--- src/rtl/pixel_dispatch.sv ---
// pixel_dispatch
//
// Walks a frame in raster order and issues one pixel request per cycle
// ({x, y, linear address}) to the render pipeline. Issue is throttled by
// two windows:
//   - outstanding: requests issued but not yet returned (credit window, max N)
//   - lines_pending: fully issued lines not yet consumed downstream
//     (max LINES_AHEAD)
//
// State table
//   state       | meaning
//   ------------+--------------------------------------------------------
//   S_IDLE      | waiting for frame_start
//   S_RUN       | issuing pixels, limited by the credit window
//   S_WAIT_LINE | line window full, waiting for line_done
//   S_DRAIN     | all pixels issued, waiting for credits and lines to retire
//
// Ports
//   PPL_clk      in   single clock
//   rst_n        in   synchronous active-low reset
//   frame_start  in   one-cycle pulse, starts a frame from IDLE
//   pix_ready    in   pipeline accepts the current request
//   pix_valid    out  request valid (held with payload until accepted)
//   pix_x        out  pixel column
//   pix_y        out  pixel row
//   pix_addr     out  linear address y*H_DISP + x
//   ret_valid    in   one pixel result returned; frees one credit
//   line_done    in   downstream consumed one line
//   busy         out  state is not IDLE
//   frame_done   out  one-cycle pulse at end of frame
//   err          out  sticky protocol error (cleared only by reset)

module pixel_dispatch #(
    parameter int H_DISP      = 1280,
    parameter int V_DISP      = 720,
    parameter int N           = 16,
    parameter int LINES_AHEAD = 1
) (
    input  logic                      PPL_clk,
    input  logic                      rst_n,
    input  logic                      frame_start,
    input  logic                      pix_ready,
    output logic                      pix_valid,
    output logic [$clog2(H_DISP)-1:0] pix_x,
    output logic [$clog2(V_DISP)-1:0] pix_y,
    output logic [19:0]               pix_addr,
    input  logic                      ret_valid,
    input  logic                      line_done,
    output logic                      busy,
    output logic                      frame_done,
    output logic                      err
);

    localparam int XW = $clog2(H_DISP);
    localparam int YW = $clog2(V_DISP);
    localparam int OW = $clog2(N + 1);
    localparam int LW = $clog2(LINES_AHEAD + 1);

    localparam logic [XW-1:0] X_LAST = XW'(H_DISP - 1);
    localparam logic [YW-1:0] Y_LAST = YW'(V_DISP - 1);
    localparam logic [OW-1:0] N_CNT  = OW'(N);
    localparam logic [LW-1:0] L_MAX  = LW'(LINES_AHEAD);

    typedef enum logic [1:0] {
        S_IDLE,
        S_RUN,
        S_WAIT_LINE,
        S_DRAIN
    } state_t;

    state_t         state;
    state_t         state_nxt;
    logic [OW-1:0]  outstanding;
    logic [OW-1:0]  out_nxt;
    logic [LW-1:0]  lines_pending;
    logic [LW-1:0]  lines_nxt;

    logic [XW-1:0]  x_nxt;
    logic [YW-1:0]  y_nxt;
    logic [19:0]    addr_nxt;
    logic           valid_nxt;
    logic           busy_nxt;
    logic           done_nxt;
    logic           err_nxt;

    logic           xfer;
    logic           ret_ok;
    logic           ld_ok;
    logic           line_end;
    logic           frame_end;

    always_comb begin
        xfer      = pix_valid & pix_ready;
        // Returns that would underflow a counter are dropped and flagged.
        ret_ok    = ret_valid & (outstanding != '0);
        ld_ok     = line_done & (lines_pending != '0);
        line_end  = xfer & (pix_x == X_LAST);
        frame_end = line_end & (pix_y == Y_LAST);

        out_nxt = outstanding;
        if (xfer && !ret_ok) begin
            out_nxt = outstanding + 1'b1;
        end else if (!xfer && ret_ok) begin
            out_nxt = outstanding - 1'b1;
        end

        lines_nxt = lines_pending;
        if (line_end && !ld_ok) begin
            lines_nxt = lines_pending + 1'b1;
        end else if (!line_end && ld_ok) begin
            lines_nxt = lines_pending - 1'b1;
        end

        state_nxt = state;
        x_nxt     = pix_x;
        y_nxt     = pix_y;
        addr_nxt  = pix_addr;

        case (state)
            S_IDLE: begin
                if (frame_start) begin
                    state_nxt = S_RUN;
                    out_nxt   = '0;
                    lines_nxt = '0;
                    x_nxt     = '0;
                    y_nxt     = '0;
                    addr_nxt  = '0;
                end
            end
            S_RUN: begin
                if (xfer) begin
                    x_nxt    = pix_x + 1'b1;
                    addr_nxt = pix_addr + 20'd1;
                    if (frame_end) begin
                        // Park the payload at the origin; the next frame
                        // reloads it anyway.
                        state_nxt = S_DRAIN;
                        x_nxt     = '0;
                        y_nxt     = '0;
                        addr_nxt  = '0;
                    end else if (line_end) begin
                        x_nxt = '0;
                        y_nxt = pix_y + 1'b1;
                        if (lines_nxt == L_MAX) begin
                            state_nxt = S_WAIT_LINE;
                        end
                    end
                end
            end
            S_WAIT_LINE: begin
                if (lines_nxt < L_MAX) begin
                    state_nxt = S_RUN;
                end
            end
            S_DRAIN: begin
                if ((out_nxt == '0) && (lines_nxt == '0)) begin
                    state_nxt = S_IDLE;
                end
            end
            default: begin
                state_nxt = S_IDLE;
            end
        endcase

        // Looking at next-cycle credits lets a same-cycle return keep the
        // request stream going. While a request waits for pix_ready the
        // credit count can only fall, so valid never drops before acceptance.
        valid_nxt = (state_nxt == S_RUN) && (out_nxt < N_CNT);
        busy_nxt  = (state_nxt != S_IDLE);
        done_nxt  = (state == S_DRAIN) && (state_nxt == S_IDLE);
        err_nxt   = err | (ret_valid & ~ret_ok) | (line_done & ~ld_ok);
    end

    always_ff @(posedge PPL_clk) begin
        if (!rst_n) begin
            state         <= S_IDLE;
            outstanding   <= '0;
            lines_pending <= '0;
            pix_valid     <= 1'b0;
            pix_x         <= '0;
            pix_y         <= '0;
            pix_addr      <= '0;
            busy          <= 1'b0;
            frame_done    <= 1'b0;
            err           <= 1'b0;
        end else begin
            state         <= state_nxt;
            outstanding   <= out_nxt;
            lines_pending <= lines_nxt;
            pix_valid     <= valid_nxt;
            pix_x         <= x_nxt;
            pix_y         <= y_nxt;
            pix_addr      <= addr_nxt;
            busy          <= busy_nxt;
            frame_done    <= done_nxt;
            err           <= err_nxt;
        end
    end

endmodule

--- config.mk ---
export PLATFORM = sky130hd
export DESIGN_NAME = pixel_dispatch
export DESIGN_NICKNAME = d
export VERILOG_FILES = /design/src/rtl/pixel_dispatch.sv
export SDC_FILE = /design/constraint.sdc
export NUM_CORES = 1
export LEC_CHECK = 0
export ABC_AREA = 1
export BUFFER_PORTS_ARGS = -buffer_cell sky130_fd_sc_hd__buf_2
export CAP_MARGIN = 20
export CORE_MARGIN = 4
export CORE_UTILIZATION = 30
export CTS_BUF_LIST = sky130_fd_sc_hd__clkbuf_4
export DETAILED_ROUTE_END_ITERATION = 10
export PLACE_DENSITY_LB_ADDON = 0.05
export REMOVE_ABC_BUFFERS = 1
export SLEW_MARGIN = 20
export SYNTH_ARGS = -nofsm -noshare
export SYNTH_HDL_FRONTEND = slang
export SYNTH_SLANG_ARGS = --single-unit
export TNS_END_PERCENT = 5
--- constraint.sdc ---
create_clock -name PPL_clk -period 3.25 [get_ports PPL_clk]
set_input_delay 0.4875 -clock PPL_clk [delete_from_list [all_inputs] [get_ports PPL_clk]]
set_output_delay 0.4875 -clock PPL_clk [all_outputs]
set_load 0.01 [all_outputs]
# After elaboration in Yosys (flattened, before gate mapping)
# Cells that the tools add are included.
word_totals:
  output_inout_bits: 45
  elab_cells: 89
  ff_bits: 53
classes:
  n_bitwise: 12
  mux: 30
  magnitude_cmp: 2
  reduce_logical: 19
  add_sub_neg: 7
  n_eq_ne: 9
op_table:
  columns: ["operator", "count"]
  rows:
  - ["$mux W20", 3]
  - ["$mux W11", 4]
  - ["$mux W10", 4]
  - ["$pmux W20 S2", 1]
  - ["$pmux W11 S2", 1]
  - ["$add A20 B1 Y20 const B", 1]
  - ["$mux W5", 4]
  - ["$pmux W10 S2", 1]
  - ["$mux W2", 7]
  - ["$add A11 B1 Y11 const B", 1]
  - ["$eq A11 B11 Y1 const B", 1]
  - ["$add A10 B1 Y10 const B", 1]
  - ["$eq A10 B10 Y1 const B", 1]
  - ["$pmux W2 S4", 1]
  - ["$and A1 B1 Y1", 7]
  - ["$logic_and A1 B1 Y1", 7]
  - ["$add A5 B1 Y5 const B", 1]
  - ["$logic_not A5 Y1", 1]
  - ["$lt A5 B5 Y1 const B", 1]
  - ["$reduce_bool A5 Y1", 1]
  - ["$sub A5 B1 Y5 const B", 1]
  - ["$eq A2 B1 Y1 const B", 2]
  - ["$eq A2 B2 Y1 const B", 2]
  - ["$logic_not A1 Y1", 4]
  - ["12 further kinds", 21]

# Longest topological paths before layout
# Gate-level depths: netlist of the first run.
logic_depth:
  ltp_word: 13
  ltp_mapped: 15
  mapped_depth_nobuf: 15

# Worst setup path after synthesis of the first run
# Ideal clock, no wire load.
synth_path:
  kind: "register to register"
  start: "register pix_x[0]"
  end: "register pix_y[6]"
  arrival_time_ns: 1.658
  path_slack_ns: 1.473
  period_less_slack_ns: 1.777
  path_buffers: 0
  path_stages_with_launch: 11
  t_required_ns: 3.131
  setup_ns: 0.119
  path_cell_list: "dfxtp_1 -> ha_1 -> nand3_2 -> nor3_4 -> nand2_2 -> nand2_1 -> nand2_4 -> nor3_4 -> nand2_1 -> o21ai_0 -> a21oi_1"
synth_via:
  elab_chain_len: 6
synth_lines:
  columns: ["element", "line_no", "rtl"]
  rows:
  - ["start, declared", "44", "output logic [$clog2(H_DISP)-1:0] pix_x,"]
  - ["start signal, assigned", "191", "pix_x <= x_nxt;"]
  - ["$eq A11 B11 Y1 (*)", "97", "line_end = xfer & (pix_x == X_LAST);"]
  - ["$and A1 B1 Y1 (*)", "97", null]
  - ["$and A1 B1 Y1", "98", "frame_end = line_end & (pix_y == Y_LAST);"]
  - ["$mux W10", "134", "if (frame_end) begin"]
  - ["$mux W10", "131", "if (xfer) begin"]
  - ["$pmux W10 S2", "119", "case (state)"]
  - ["end signal, assigned", "192", "pix_y <= y_nxt;"]
  - ["end, declared", "45", "output logic [$clog2(V_DISP)-1:0] pix_y,"]
# Every way passes the cells marked *; elsewhere a longest branch is shown, timed or not. The select of a mux whose other input is x is not followed.
# A chain may end at the register's enable or synchronous reset.

# Worst setup path after layout of the first run
layout_path:
  start: "register pix_y[0]"
  end: "register pix_y[6]"
layout_via:
  elab_chain_len: 5
layout_lines:
  columns: ["element", "line_no"]
  rows:
  - ["$add A10 B1 Y10 or $eq A10 B10 Y1 (tied branches)", "143, 98"]
  - ["$mux W10 or $and A1 B1 Y1 (tied branches)", "141, 98"]
  - ["$mux W10", "134"]
  - ["$mux W10", "131"]
  - ["$pmux W10 S2", "119"]
# Parallel ways exist; a longest one is shown, timed or not. The select of a mux whose other input is x is not followed.

==> impl_metrics.prom, run 1 <==
# TYPE chip_impl_metric gauge
chip_impl_metric{name="cts_inserted_buffers",unit=""} 5
chip_impl_metric{name="syn_inst",unit=""} 395
chip_impl_metric{name="fmax",unit="MHz"} 442.1
chip_impl_metric{name="instances_no_fill",unit=""} 555
chip_impl_metric{name="finalHoldViolations",unit=""} 0
chip_impl_metric{name="setup_viol_count_final",unit=""} 0
chip_impl_metric{name="cts_resized",unit=""} 0
chip_impl_metric{name="finalInstanceArea",unit="µm²"} 3217
chip_impl_info{name="tritoncts",value="yes"} 1
chip_impl_metric{name="synth_mux_area_share",unit="%"} 0
chip_impl_metric{name="clk_pin_slew",unit="ns"} 0.16
chip_impl_metric{name="post-place-cells",unit=""} 548
chip_impl_metric{name="vias",unit=""} 2585
chip_impl_metric{name="design.final.nets",unit=""} 458
chip_impl_metric{name="area.sequential",unit="µm²"} 1061
chip_impl_metric{name="viasPerCell",unit=""} 4.658
chip_impl_metric{name="drt-initial-drc-count",unit=""} 89
chip_impl_metric{name="post-route-period-util",unit="%"} 69.60
chip_impl_metric{name="synth_simple_gate_area_share",unit="%"} 37.55
chip_impl_info{name="worst_setup_path_start_kind",value="flip-flop"} 1
chip_impl_info{name="synth-main-ff-cell",value="sky130_fd_sc_hd__dfxtp_1"} 1
chip_impl_metric{name="post_synth_instance_area",unit="µm²"} 2789
chip_impl_metric{name="start_util",unit="%"} 31.37
chip_impl_metric{name="globalplace.congestion",unit=""} 0.7138
chip_impl_metric{name="yosys.area_share.xor_xnor",unit="%"} 3.769
chip_impl_metric{name="synth_cell_type_count",unit=""} 35
chip_impl_metric{name="period_minus_slack",unit="ns"} 2.262
chip_impl_info{name="hold_path.class",value="input pin to flip-flop"} 1
chip_impl_metric{name="post-route-drc-count",unit=""} 0
chip_impl_metric{name="design.die.area",unit="µm²"} 10900
chip_impl_metric{name="wl_per_cell",unit="µm"} 12.11
chip_impl_metric{name="fillers",unit=""} 984
chip_impl_metric{name="floorplan.core_area",unit="µm²"} 8891
chip_impl_info{name="post-synth-top-area-cell",value="sky130_fd_sc_hd__dfxtp_1"} 1
chip_impl_metric{name="maxCapViolations",unit=""} 0
chip_impl_metric{name="leakagePower",unit="µW"} 0.001417
chip_impl_metric{name="worst_pin_slew",unit="ns"} 0.4335
chip_impl_metric{name="totalPowerFinal",unit="µW"} 1228
chip_impl_info{name="critical_path_class",value="flip-flop to flip-flop"} 1
chip_impl_info{name="setup.worst_path.end_class",value="flip-flop"} 1
chip_impl_metric{name="routed_wire_length",unit="µm"} 6722
chip_impl_metric{name="cts_buffer_depth",unit=""} 2
chip_impl_metric{name="synth_top_area_share",unit="%"} 38.04
chip_impl_metric{name="floorplan.die.height",unit="µm"} 104.4
chip_impl_metric{name="syn_to_final_growth",unit="%"} 15.34
chip_impl_metric{name="power.ir.vdd_worst",unit="V"} 0.0001543
chip_impl_metric{name="power_per_cell_area",unit="nW/µm²"} 381.8
chip_impl_info{name="critical_path.cell_chain",value="ha_1, nand3_1, nor3_1, nand3_1, nand2_1, nand2_1, nand2_2, inv_1, o21ai_0, a21oi_1"} 1
chip_impl_info{name="synth_common_cells",value="sky130_fd_sc_hd__nand2_1 (88), sky130_fd_sc_hd__dfxtp_1 (53), sky130_fd_sc_hd__nor2_1 (50), sky130_fd_sc_hd__inv_1 (43), sky130_fd_sc_hd__a21oi_1 (30)"} 1
chip_impl_info{name="outcome",value="completed"} 1
chip_impl_metric{name="cts_num_sinks",unit=""} 53
chip_impl_metric{name="grt_pass1_wl",unit="µm"} 11740
chip_impl_metric{name="largest_fanout_on_the_critical_path",unit=""} 19
chip_impl_info{name="count_leader_synth",value="sky130_fd_sc_hd__nand2_1"} 1
chip_impl_metric{name="track_usage",unit="%"} 12.86
chip_impl_info{name="setup_repair_after_global_routing_missed_its_margin",value="false"} 1
chip_impl_metric{name="cts.hold.buffers_added",unit=""} 0
chip_impl_metric{name="drtPass1Iterations",unit=""} 4
chip_impl_metric{name="detail-route-antenna-nets",unit=""} 0
chip_impl_metric{name="clock_latency",unit="ns"} 0.37
chip_impl_metric{name="worst_hold_slack",unit="ns"} 0.4083
chip_impl_info{name="ctsRootBufferMaster",value="sky130_fd_sc_hd__clkbuf_4"} 1
chip_impl_metric{name="yosysWarningCount",unit=""} 0
chip_impl_metric{name="antenna_cells_inserted",unit=""} 0
chip_impl_metric{name="ys_async_sr_fraction",unit="%"} 0
chip_impl_info{name="timing.critical_path.slowest_stage_cell",value="sky130_fd_sc_hd__dfxtp_1"} 1
chip_impl_metric{name="synth_enable_flop_cells",unit=""} 0
chip_impl_metric{name="rows",unit=""} 34
chip_impl_metric{name="drive_above_1_share",unit="%"} 19.91
chip_impl_info{name="post_synth_main_area_contributors",value="sky130_fd_sc_hd__dfxtp_1 (38%), sky130_fd_sc_hd__nand2_1 (12%), sky130_fd_sc_hd__nor2_1 (6.7%)"} 1
chip_impl_metric{name="number_of_antenna_violations_at_the_first_check_in_global_routing",unit=""} 0
chip_impl_metric{name="cts.htree.levels",unit=""} 2
chip_impl_metric{name="global_route.overflow_total",unit=""} 0
chip_impl_metric{name="hpwlAfterDp",unit="µm"} 5127
chip_impl_metric{name="number_of_port_buffers",unit=""} 50
chip_impl_metric{name="postSynthRegisterBits",unit=""} 53
chip_impl_metric{name="fin_tns_setup",unit="ns"} 0
chip_impl_info{name="largest_family_of_logic_cells_by_synthesized_area",value="simple AND/OR/NAND/NOR gates"} 1
chip_impl_metric{name="cts_setup_buffers",unit=""} 0
chip_impl_metric{name="slew_headroom",unit="%"} 71.00
chip_impl_metric{name="synth-compound-area-share",unit="%"} 10.18
chip_impl_metric{name="cp_data_required_time",unit="ns"} 3.52
chip_impl_metric{name="number_of_global_route_vias_before_repair",unit=""} 2516
chip_impl_metric{name="synth_seq_area_share",unit="%"} 38.04
chip_impl_metric{name="multiInputGateArea",unit="µm²"} 1499
chip_impl_metric{name="die_x",unit="µm"} 104.4
chip_impl_metric{name="io-pin-count",unit=""} 51
chip_impl_metric{name="cp.arrival",unit="ns"} 2.53
chip_impl_metric{name="dpl-instance-area",unit="µm²"} 3144
chip_impl_metric{name="critical_path.max_stage_delay",unit="ns"} 0.43
chip_impl_metric{name="grt_max_degree",unit=""} 20
chip_impl_metric{name="fin_skew",unit="ns"} 0.01609
chip_impl_metric{name="slew_violations",unit=""} 0
chip_impl_metric{name="mean_cell_area_of_the_mapped_netlist",unit="µm²"} 7.061
chip_impl_metric{name="synthAdderAreaFrac",unit="%"} 2.243
-- area by class of cell --
class / count / share of cell area (%)
well taps: 108 / 4.201
multi-input cells: 286 / 46.60
inverters: 51 / 6.184
flip-flops and latches: 53 / 32.98
clock inverters: 2 / 1.089
clock buffers: 5 / 1.167
repair buffers: 50 / 7.779
-- layer usage --
metal	vias to the layer above	wire, µm	global-route usage (%)
met4	0	57	3.134
met2	50	2905	20.06
li1	1381	-	-
met3	5	293	3.104
met1	1149	3466	17.82
met5	-	0	0
-- registers in the layout, summed over array words and instances, names as in the netlist --
name and cells:
pix_addr 20, pix_x 11, pix_y 10, outstanding 5
state 2, busy 1, err 1, frame_done 1
lines_pending 1, pix_valid 1
-- cell usage in the layout (no fill, tap or decap), types with 4 or more instances in the layout --
| cell | n |
|---|---|
| sky130_fd_sc_hd__buf_2 | 50 |
| sky130_fd_sc_hd__nand2_2 | 4 |
| sky130_fd_sc_hd__a211oi_1 | 5 |
| sky130_fd_sc_hd__o21ai_0 | 10 |
| sky130_fd_sc_hd__nor2_4 | 5 |
| sky130_fd_sc_hd__a21oi_1 | 30 |
| sky130_fd_sc_hd__inv_1 | 43 |
| sky130_fd_sc_hd__nor2_1 | 50 |
| sky130_fd_sc_hd__ha_1 | 5 |
| sky130_fd_sc_hd__nor2_2 | 4 |
| sky130_fd_sc_hd__dfxtp_1 | 53 |
| sky130_fd_sc_hd__nand3_1 | 25 |
| sky130_fd_sc_hd__inv_2 | 6 |
| sky130_fd_sc_hd__clkbuf_4 | 5 |
| sky130_fd_sc_hd__nand4_1 | 4 |
| sky130_fd_sc_hd__nand2_1 | 88 |
| sky130_fd_sc_hd__xor2_1 | 9 |
| sky130_fd_sc_hd__nor3_1 | 22 |
-- critical path: cells and delay by family (launching register included) --
kind / cells / cell delay, ns
flip-flops: 1 / 0.43
AO/OA/AOI/OAI: 2 / 0.20
AND/OR/NAND/NOR: 6 / 1.11
adder cells (fa/ha/maj): 1 / 0.21
buffers and inverters: 1 / 0.22
-- metrics by stage --
| stage | util, % | worst slack [ns] |
|---|---|---|
| 2_1_floorplan | - | 1.381 |
| 4_1_cts | 36.18 | 0.9230 |
| 3_3_place_gp | 35.36 | 1.043 |
| 3_5_place_dp | 35.36 | 0.9910 |
| 6_report | 36.18 | 0.9881 |
| 5_1_grt | 36.18 | 0.6600 |
-- worst paths after layout --
path / from / to / slack [ns] / depth (start not counted)
setup / recovery: pix_y[0] / pix_y[6] / 0.99 / 10
hold / removal: ret_valid / err / 0.41 / 3
setup reg to reg: pix_y[0] / pix_y[6] / 0.99 / 10
hold reg to reg: pix_y[9] / pix_y[9] / 0.50 / 1
-- kinds of logic after synthesis --
group                      count (synthesis)
xor gates and xnor gates                  12
adders and majority gates                  5
buffers and inverters                     56
AOI/OAI and AO/OA                         52
DFF                                       53
and+or+nand+nor                          217
-- report_power, final --
part	leakage (µW)	switching [µW]	total, µW	internal (µW)
sequential	0.000429	16.9	682	665
combinational	0.000947	123	179	56.3
clock	0.0000410	210	367	157
total	0.00142	350	1230	879
No activity file was read; power rests on OpenSTA's default activity.
==> run 2, diff against run 1 <==
- clock period: 3.25 -> 1.8 ns (I/O delays scaled with it)
==> impl_metrics.prom, run 2 (synthesis gave the netlist of run 1 again) <==
# TYPE chip_impl_metric gauge
chip_impl_metric{name="worst_pin_slew",unit="ns"} 0.3594
chip_impl_metric{name="design.die.area",unit="µm²"} 10900
chip_impl_metric{name="slew_headroom",unit="%"} 75.98
chip_impl_info{name="largest_register",value="pix_addr"} 1
chip_impl_metric{name="routed_wire_length",unit="µm"} 7442
chip_impl_metric{name="area.sequential",unit="µm²"} 1077
chip_impl_metric{name="cp.arrival",unit="ns"} 2.03
chip_impl_metric{name="finalHoldViolations",unit=""} 0
chip_impl_metric{name="fmax",unit="MHz"} 571.3
chip_impl_metric{name="largest_reg_flops",unit=""} 20
chip_impl_metric{name="instances_no_fill",unit=""} 601
chip_impl_metric{name="drt-initial-drc-count",unit=""} 111
chip_impl_metric{name="grt_max_degree",unit=""} 19
chip_impl_metric{name="design.final.nets",unit=""} 503
chip_impl_metric{name="wl_per_cell",unit="µm"} 12.38
chip_impl_metric{name="groute.layer.met2.usage",unit="%"} 21.59
chip_impl_metric{name="floorplan.core_area",unit="µm²"} 8891
chip_impl_metric{name="cts.hold.buffers_added",unit=""} 0
chip_impl_metric{name="syn_to_final_growth",unit="%"} 34.01
chip_impl_metric{name="largest_fanout_on_the_critical_path",unit=""} 4
chip_impl_metric{name="post-place-cells",unit=""} 589
chip_impl_metric{name="clk_pin_slew",unit="ns"} 0.15
chip_impl_metric{name="floorplan.die.height",unit="µm"} 104.4
chip_impl_metric{name="multiInputGateArea",unit="µm²"} 1673
chip_impl_metric{name="number_of_global_route_vias_before_repair",unit=""} 2660
chip_impl_metric{name="setup_viol_count_final",unit=""} 0
chip_impl_metric{name="finalInstanceArea",unit="µm²"} 3737
chip_impl_metric{name="globalplace.congestion",unit=""} 0.7549
chip_impl_metric{name="pre_cts_slack",unit="ns"} -0.07144
chip_impl_metric{name="totalPowerFinal",unit="µW"} 2203
chip_impl_metric{name="power_per_cell_area",unit="nW/µm²"} 589.6
chip_impl_info{name="setup.worst_path.end_class",value="flip-flop"} 1
chip_impl_metric{name="post-route-drc-count",unit=""} 0
chip_impl_info{name="grt.busiest_layer",value="met2"} 1
chip_impl_metric{name="cts_num_sinks",unit=""} 53
chip_impl_info{name="worst_setup_path_start_kind",value="flip-flop"} 1
chip_impl_metric{name="global_route.overflow_total",unit=""} 0
chip_impl_info{name="commonest_non_fill_non_tap_cells_in_the_layout",value="sky130_fd_sc_hd__nand2_1 (77), sky130_fd_sc_hd__buf_2 (50), sky130_fd_sc_hd__buf_4 (44)"} 1
chip_impl_metric{name="grt_pass1_wl",unit="µm"} 12500
chip_impl_metric{name="cts.htree.levels",unit=""} 2
chip_impl_metric{name="maxCapViolations",unit=""} 0
chip_impl_info{name="tritoncts",value="yes"} 1
chip_impl_info{name="layout_commonest_cell",value="sky130_fd_sc_hd__nand2_1"} 1
chip_impl_metric{name="fillers",unit=""} 940
chip_impl_metric{name="start_util",unit="%"} 31.37
chip_impl_info{name="outcome",value="completed"} 1
chip_impl_metric{name="rrSetupSlack",unit="ns"} 0.05
chip_impl_metric{name="global_route.usage.met3",unit="%"} 3.104
chip_impl_metric{name="hpwlAfterDp",unit="µm"} 5643
chip_impl_info{name="critical_path_class",value="flip-flop to flip-flop"} 1
chip_impl_metric{name="dpl-instance-area",unit="µm²"} 3465
chip_impl_metric{name="die_x",unit="µm"} 104.4
chip_impl_info{name="setup_repair_after_global_routing_missed_its_margin",value="true"} 1
chip_impl_metric{name="track_usage",unit="%"} 13.70
chip_impl_metric{name="cp_data_required_time",unit="ns"} 2.08
chip_impl_metric{name="fin_skew",unit="ns"} 0.01759
chip_impl_metric{name="vias",unit=""} 2747
chip_impl_metric{name="viasPerCell",unit=""} 4.571
chip_impl_metric{name="power.ir.vdd_worst",unit="V"} 0.0002274
chip_impl_metric{name="rows",unit=""} 34
chip_impl_info{name="ctsRootBufferMaster",value="sky130_fd_sc_hd__clkbuf_4"} 1
chip_impl_metric{name="clock_latency",unit="ns"} 0.37
chip_impl_info{name="layout_top_registers",value="pix_addr (20), pix_x (11), pix_y (10)"} 1
chip_impl_metric{name="number_of_port_buffers",unit=""} 50
chip_impl_metric{name="fin_tns_setup",unit="ns"} 0
chip_impl_metric{name="grtUsageMet1",unit="%"} 18.88
chip_impl_metric{name="drtPass1Iterations",unit=""} 4
chip_impl_metric{name="detail-route-antenna-nets",unit=""} 0
chip_impl_metric{name="slew_violations",unit=""} 0
chip_impl_metric{name="final.setup.worst_slack",unit="ns"} 0.04971
chip_impl_metric{name="number_of_antenna_violations_at_the_first_check_in_global_routing",unit=""} 0
chip_impl_metric{name="period_minus_slack",unit="ns"} 1.750
chip_impl_metric{name="cts_inserted_buffers",unit=""} 5
chip_impl_info{name="hold_path.class",value="input pin to flip-flop"} 1
chip_impl_metric{name="antenna_cells_inserted",unit=""} 0
chip_impl_metric{name="leakagePower",unit="µW"} 0.001674
chip_impl_metric{name="drive_above_1_share",unit="%"} 36.71
chip_impl_metric{name="cts_buffer_depth",unit=""} 2
chip_impl_metric{name="post-route-period-util",unit="%"} 97.24
chip_impl_metric{name="io-pin-count",unit=""} 51
==> run 2: cell count changes in the layout (fill, tap and decap cells not counted), moves of 5 or more <==
cell and delta:
sky130_fd_sc_hd__nand3_1 -6, sky130_fd_sc_hd__buf_4 +44, sky130_fd_sc_hd__nor3_1 -5, sky130_fd_sc_hd__dfxtp_1 -11, sky130_fd_sc_hd__nor2_1 -9, sky130_fd_sc_hd__dfxtp_2 +10, sky130_fd_sc_hd__nand2_1 -11, sky130_fd_sc_hd__nor2_2 +8
sky130_fd_sc_hd__nand2_2 +10
==> run 2: critical path: stages, from the launching register on <==
cell	delay, ns
sky130_fd_sc_hd__dfxtp_2	0.39
sky130_fd_sc_hd__ha_4	0.16
sky130_fd_sc_hd__nand3_4	0.09
sky130_fd_sc_hd__nor3_4	0.22
sky130_fd_sc_hd__nand2_2	0.13
sky130_fd_sc_hd__nand2_2	0.10
sky130_fd_sc_hd__nand3_2	0.07
sky130_fd_sc_hd__nor2_2	0.12
sky130_fd_sc_hd__nand3_2	0.10
sky130_fd_sc_hd__nand3_2	0.09
sky130_fd_sc_hd__nand3_2	0.06
sky130_fd_sc_hd__nand2_2	0.08
sky130_fd_sc_hd__nand2_1	0.05
==> run 2: layout make-up <==
class / count / share of cell area [%]
clock inverter: 3 / 0.3348
clock buffer: 5 / 1.004
multi-input combinational: 286 / 44.76
inverter: 51 / 5.390
tap: 108 / 3.616
timing repair buffer: 95 / 16.07
sequential: 53 / 28.82
==> run 2: metal layers <==
metal,vias to the layer above,share of wire (%)
li1,1478,-
met4,0,0.50
met1,1213,49
met2,54,45
met3,2,4.9
met5,-,0
==> run 2: through the flow <==
stage / utilization, % / hold slack (ns)
floorplan: - / 0.3861
global placement: 38.97 / 0.4679
detailed placement: 38.97 / 0.4698
CTS: 40.02 / 0.1741
global route: 42.03 / 0.1929
finish: 42.03 / 0.2029
==> run 2: worst paths after layout <==
kind | from | to | depth (start not counted)
worst max register to register | pix_x[1] | busy | 12
worst min register to register | pix_y[9] | pix_y[9] | 1
worst max-delay path | pix_x[1] | busy | 12
worst min-delay path | ret_valid | err | 3
==> run 2: repair_timing <==
action	in CTS	in global routing
buffers inserted	1	3
pin swaps	3	14
endpoints found under the setup margin	6	43
resized for setup	10	49
==> run 2: power by group <==
group / leakage, µW / switching, µW / total (µW) / internal, µW
Sequential: 0.000434 / 25.0 / 1230 / 1200
Clock: 0.0000300 / 378 / 521 / 143
Combinational: 0.00121 / 272 / 455 / 182
Total: 0.00167 / 675 / 2200 / 1530
==> run 3, diff against run 2 <==
- CORE_UTILIZATION: 30 -> 40
==> impl_metrics.prom, run 3 (synthesis gave the netlist of run 1 again) <==
# TYPE chip_impl_metric gauge
chip_impl_info{name="outcome",value="completed"} 1
chip_impl_metric{name="drt-initial-drc-count",unit=""} 76
chip_impl_metric{name="hpwlAfterDp",unit="µm"} 5323
chip_impl_metric{name="cts_num_sinks",unit=""} 53
chip_impl_metric{name="syn_to_final_growth",unit="%"} 35.58
chip_impl_info{name="setup.worst_path.end_class",value="flip-flop"} 1
chip_impl_info{name="worst_setup_path_start_kind",value="flip-flop"} 1
chip_impl_info{name="layout_commonest_cell",value="sky130_fd_sc_hd__nand2_1"} 1
chip_impl_metric{name="io-pin-count",unit=""} 51
chip_impl_metric{name="number_of_antenna_violations_at_the_first_check_in_global_routing",unit=""} 0
chip_impl_metric{name="routed_wire_length",unit="µm"} 7165
chip_impl_metric{name="cts_inserted_buffers",unit=""} 5
chip_impl_metric{name="p_int",unit="µW"} 1571
chip_impl_metric{name="length_of_routed_wiring_on_met1",unit="µm"} 3423
chip_impl_metric{name="cp.arrival",unit="ns"} 2.05
chip_impl_metric{name="slew_headroom",unit="%"} 78.18
chip_impl_metric{name="clock_latency",unit="ns"} 0.39
chip_impl_metric{name="timing.critical_path.buf_inv",unit=""} 3
chip_impl_info{name="critical_path_class",value="flip-flop to flip-flop"} 1
chip_impl_metric{name="post-route-period-util",unit="%"} 97.26
chip_impl_metric{name="post-route-drc-count",unit=""} 0
chip_impl_metric{name="cp_data_required_time",unit="ns"} 2.10
chip_impl_metric{name="finalInstanceArea",unit="µm²"} 3781
chip_impl_metric{name="power.share.combinational",unit="%"} 22.4
chip_impl_metric{name="number_of_global_route_vias_before_repair",unit=""} 2675
chip_impl_info{name="worst_path_dominant_cell_family",value="simple AND/OR/NAND/NOR gates"} 1
chip_impl_info{name="hold_path.class",value="input pin to flip-flop"} 1
chip_impl_metric{name="rows",unit=""} 30
chip_impl_metric{name="wl_per_cell",unit="µm"} 12.14
chip_impl_metric{name="met2_wirelength",unit="µm"} 3408
chip_impl_metric{name="detail-route-antenna-nets",unit=""} 0
chip_impl_info{name="layout_top_registers",value="pix_addr (20), pix_x (11), pix_y (10)"} 1
chip_impl_metric{name="finalHoldViolations",unit=""} 0
chip_impl_metric{name="total_switching_power",unit="µW"} 705.5
chip_impl_metric{name="design.final.nets",unit=""} 504
chip_impl_info{name="tritoncts",value="yes"} 1
chip_impl_metric{name="fin_tns_setup",unit="ns"} 0
chip_impl_metric{name="post-place-cells",unit=""} 576
chip_impl_metric{name="instances_no_fill",unit=""} 590
chip_impl_info{name="ctsRootBufferMaster",value="sky130_fd_sc_hd__clkbuf_4"} 1
chip_impl_metric{name="power_per_cell_area",unit="nW/µm²"} 602.1
chip_impl_info{name="timing.critical_path.slowest_stage_cell",value="sky130_fd_sc_hd__dfxtp_4"} 1
chip_impl_metric{name="final.setup.worst_slack",unit="ns"} 0.04940
chip_impl_metric{name="die_x",unit="µm"} 91.50
chip_impl_metric{name="worst_hold_slack",unit="ns"} 0.1923
chip_impl_metric{name="power_frac_clock",unit="%"} 23.7
chip_impl_metric{name="cts_buffer_depth",unit=""} 2
chip_impl_metric{name="design.die.area",unit="µm²"} 8372
chip_impl_info{name="routed.top_layer",value="met4"} 1
chip_impl_metric{name="cts.hold.buffers_added",unit=""} 0
chip_impl_metric{name="drive_above_1_share",unit="%"} 37.45
chip_impl_metric{name="largest_reg_flops",unit=""} 20
chip_impl_info{name="largest_register",value="pix_addr"} 1
chip_impl_metric{name="globalplace.congestion",unit=""} 0.8230
chip_impl_metric{name="clk_pin_slew",unit="ns"} 0.16
chip_impl_metric{name="viasPerCell",unit=""} 4.776
chip_impl_metric{name="dpl-instance-area",unit="µm²"} 3442
chip_impl_metric{name="power.ir.vdd_worst",unit="V"} 0.0002709
chip_impl_metric{name="fillers",unit=""} 667
chip_impl_metric{name="start_util",unit="%"} 41.05
chip_impl_metric{name="vias",unit=""} 2818
chip_impl_metric{name="leakagePower",unit="µW"} 0.001695
chip_impl_metric{name="largest_fanout_on_the_critical_path",unit=""} 9
chip_impl_metric{name="critical_path.max_stage_delay",unit="ns"} 0.39
chip_impl_metric{name="antenna_cells_inserted",unit=""} 0
chip_impl_metric{name="grt_pass1_wl",unit="µm"} 12010
chip_impl_metric{name="track_usage",unit="%"} 17.15
chip_impl_metric{name="cts.htree.levels",unit=""} 2
chip_impl_metric{name="maxCapViolations",unit=""} 0
chip_impl_info{name="critPathMostFrequentCell",value="sky130_fd_sc_hd__nand2_2"} 1
chip_impl_metric{name="pre_cts_slack",unit="ns"} -0.02896
chip_impl_metric{name="setup_viol_count_final",unit=""} 0
chip_impl_metric{name="swShare",unit="%"} 30.99
chip_impl_info{name="critical_path.cell_chain",value="ha_4, nand3_4, nor3_4, buf_4, buf_6, nand3_2, nand2_2, nand2_2, nand2_4, clkbuf_16, a21oi_1"} 1
chip_impl_metric{name="fin_skew",unit="ns"} 0.01416
chip_impl_info{name="commonest_non_fill_non_tap_cells_in_the_layout",value="sky130_fd_sc_hd__nand2_1 (75), sky130_fd_sc_hd__buf_2 (50), sky130_fd_sc_hd__dfxtp_1 (44)"} 1
chip_impl_metric{name="floorplan.core_area",unit="µm²"} 6794
chip_impl_metric{name="grt_max_degree",unit=""} 19
chip_impl_metric{name="period_minus_slack",unit="ns"} 1.751
chip_impl_metric{name="floorplan.die.height",unit="µm"} 91.50
chip_impl_info{name="setup_repair_after_global_routing_missed_its_margin",value="true"} 1
chip_impl_metric{name="drtPass1Iterations",unit=""} 7
chip_impl_metric{name="number_of_port_buffers",unit=""} 50
chip_impl_metric{name="global_route.overflow_total",unit=""} 0
chip_impl_metric{name="worst_pin_slew",unit="ns"} 0.3244
chip_impl_metric{name="slew_violations",unit=""} 0
chip_impl_metric{name="route.met3.wl",unit="µm"} 241
chip_impl_metric{name="seq_power_share",unit="%"} 53.9
chip_impl_metric{name="fmax",unit="MHz"} 571.2
## run 3: cell count changes in the layout (fill, tap and decap cells not counted), sizes merged
cell	change
clkbuf	+1
## run 3: routing by layer
metal | GRT usage, % | vias to the layer above
met5 | 0 | -
met1 | 22.44 | 1286
met3 | 3.065 | 7
li1 | - | 1476
met2 | 28.67 | 49
met4 | 5.025 | 0
## run 3: power by group through the flow
stage | sequential [µW] | combinational [µW] | clock (µW)
3_3_place_gp | 1240 | 432 | 0
2_1_floorplan | 1260 | 231 | 0
5_1_grt | 1230 | 571 | 602
3_5_place_dp | 1250 | 433 | 0
4_1_cts | 1220 | 446 | 570
6_report | 1230 | 509 | 540
## run 3: worst paths after layout
path | from | endpoint | slack [ns] | cells past startpoint
worst min-delay path | line_done | err | 0.19 | 3
worst max register to register | pix_x[1] | pix_addr[0] | 0.05 | 11
worst max-delay path | pix_x[1] | pix_addr[0] | 0.05 | 11
worst min register to register | pix_y[9] | pix_y[9] | 0.49 | 1
## run 3: tightest hold or removal path: stages
cell,delay [ns]
sky130_fd_sc_hd__buf_2,0.09
sky130_fd_sc_hd__a21oi_1,0.06
sky130_fd_sc_hd__a21oi_1,0.13
## run 3: area by class of cell
type,count,area [µm²],area share [%]
sequential,53,1077,28.49
clock buffer,5,37.54,0.9927
tap,96,120.1,3.177
inverter,51,201.4,5.328
clock inverter,3,17.52,0.4633
multi-input combinational,286,1694,44.80
timing repair buffer,96,633.1,16.74
## run 3: timing repair
item	4_1_cts	5_1_grt
gates resized for setup	11	60
pin swaps	1	12
endpoints found under the setup margin	9	43
gates cloned	0	1
buffers inserted	2	3
## run 3: stage by stage
stage	power (µW)	utilization [%]
2_1_floorplan	1489	-
3_3_place_gp	1675	50.66
3_5_place_dp	1679	50.66
4_1_cts	2239	52.21
5_1_grt	2406	55.65
6_report	2276	55.65
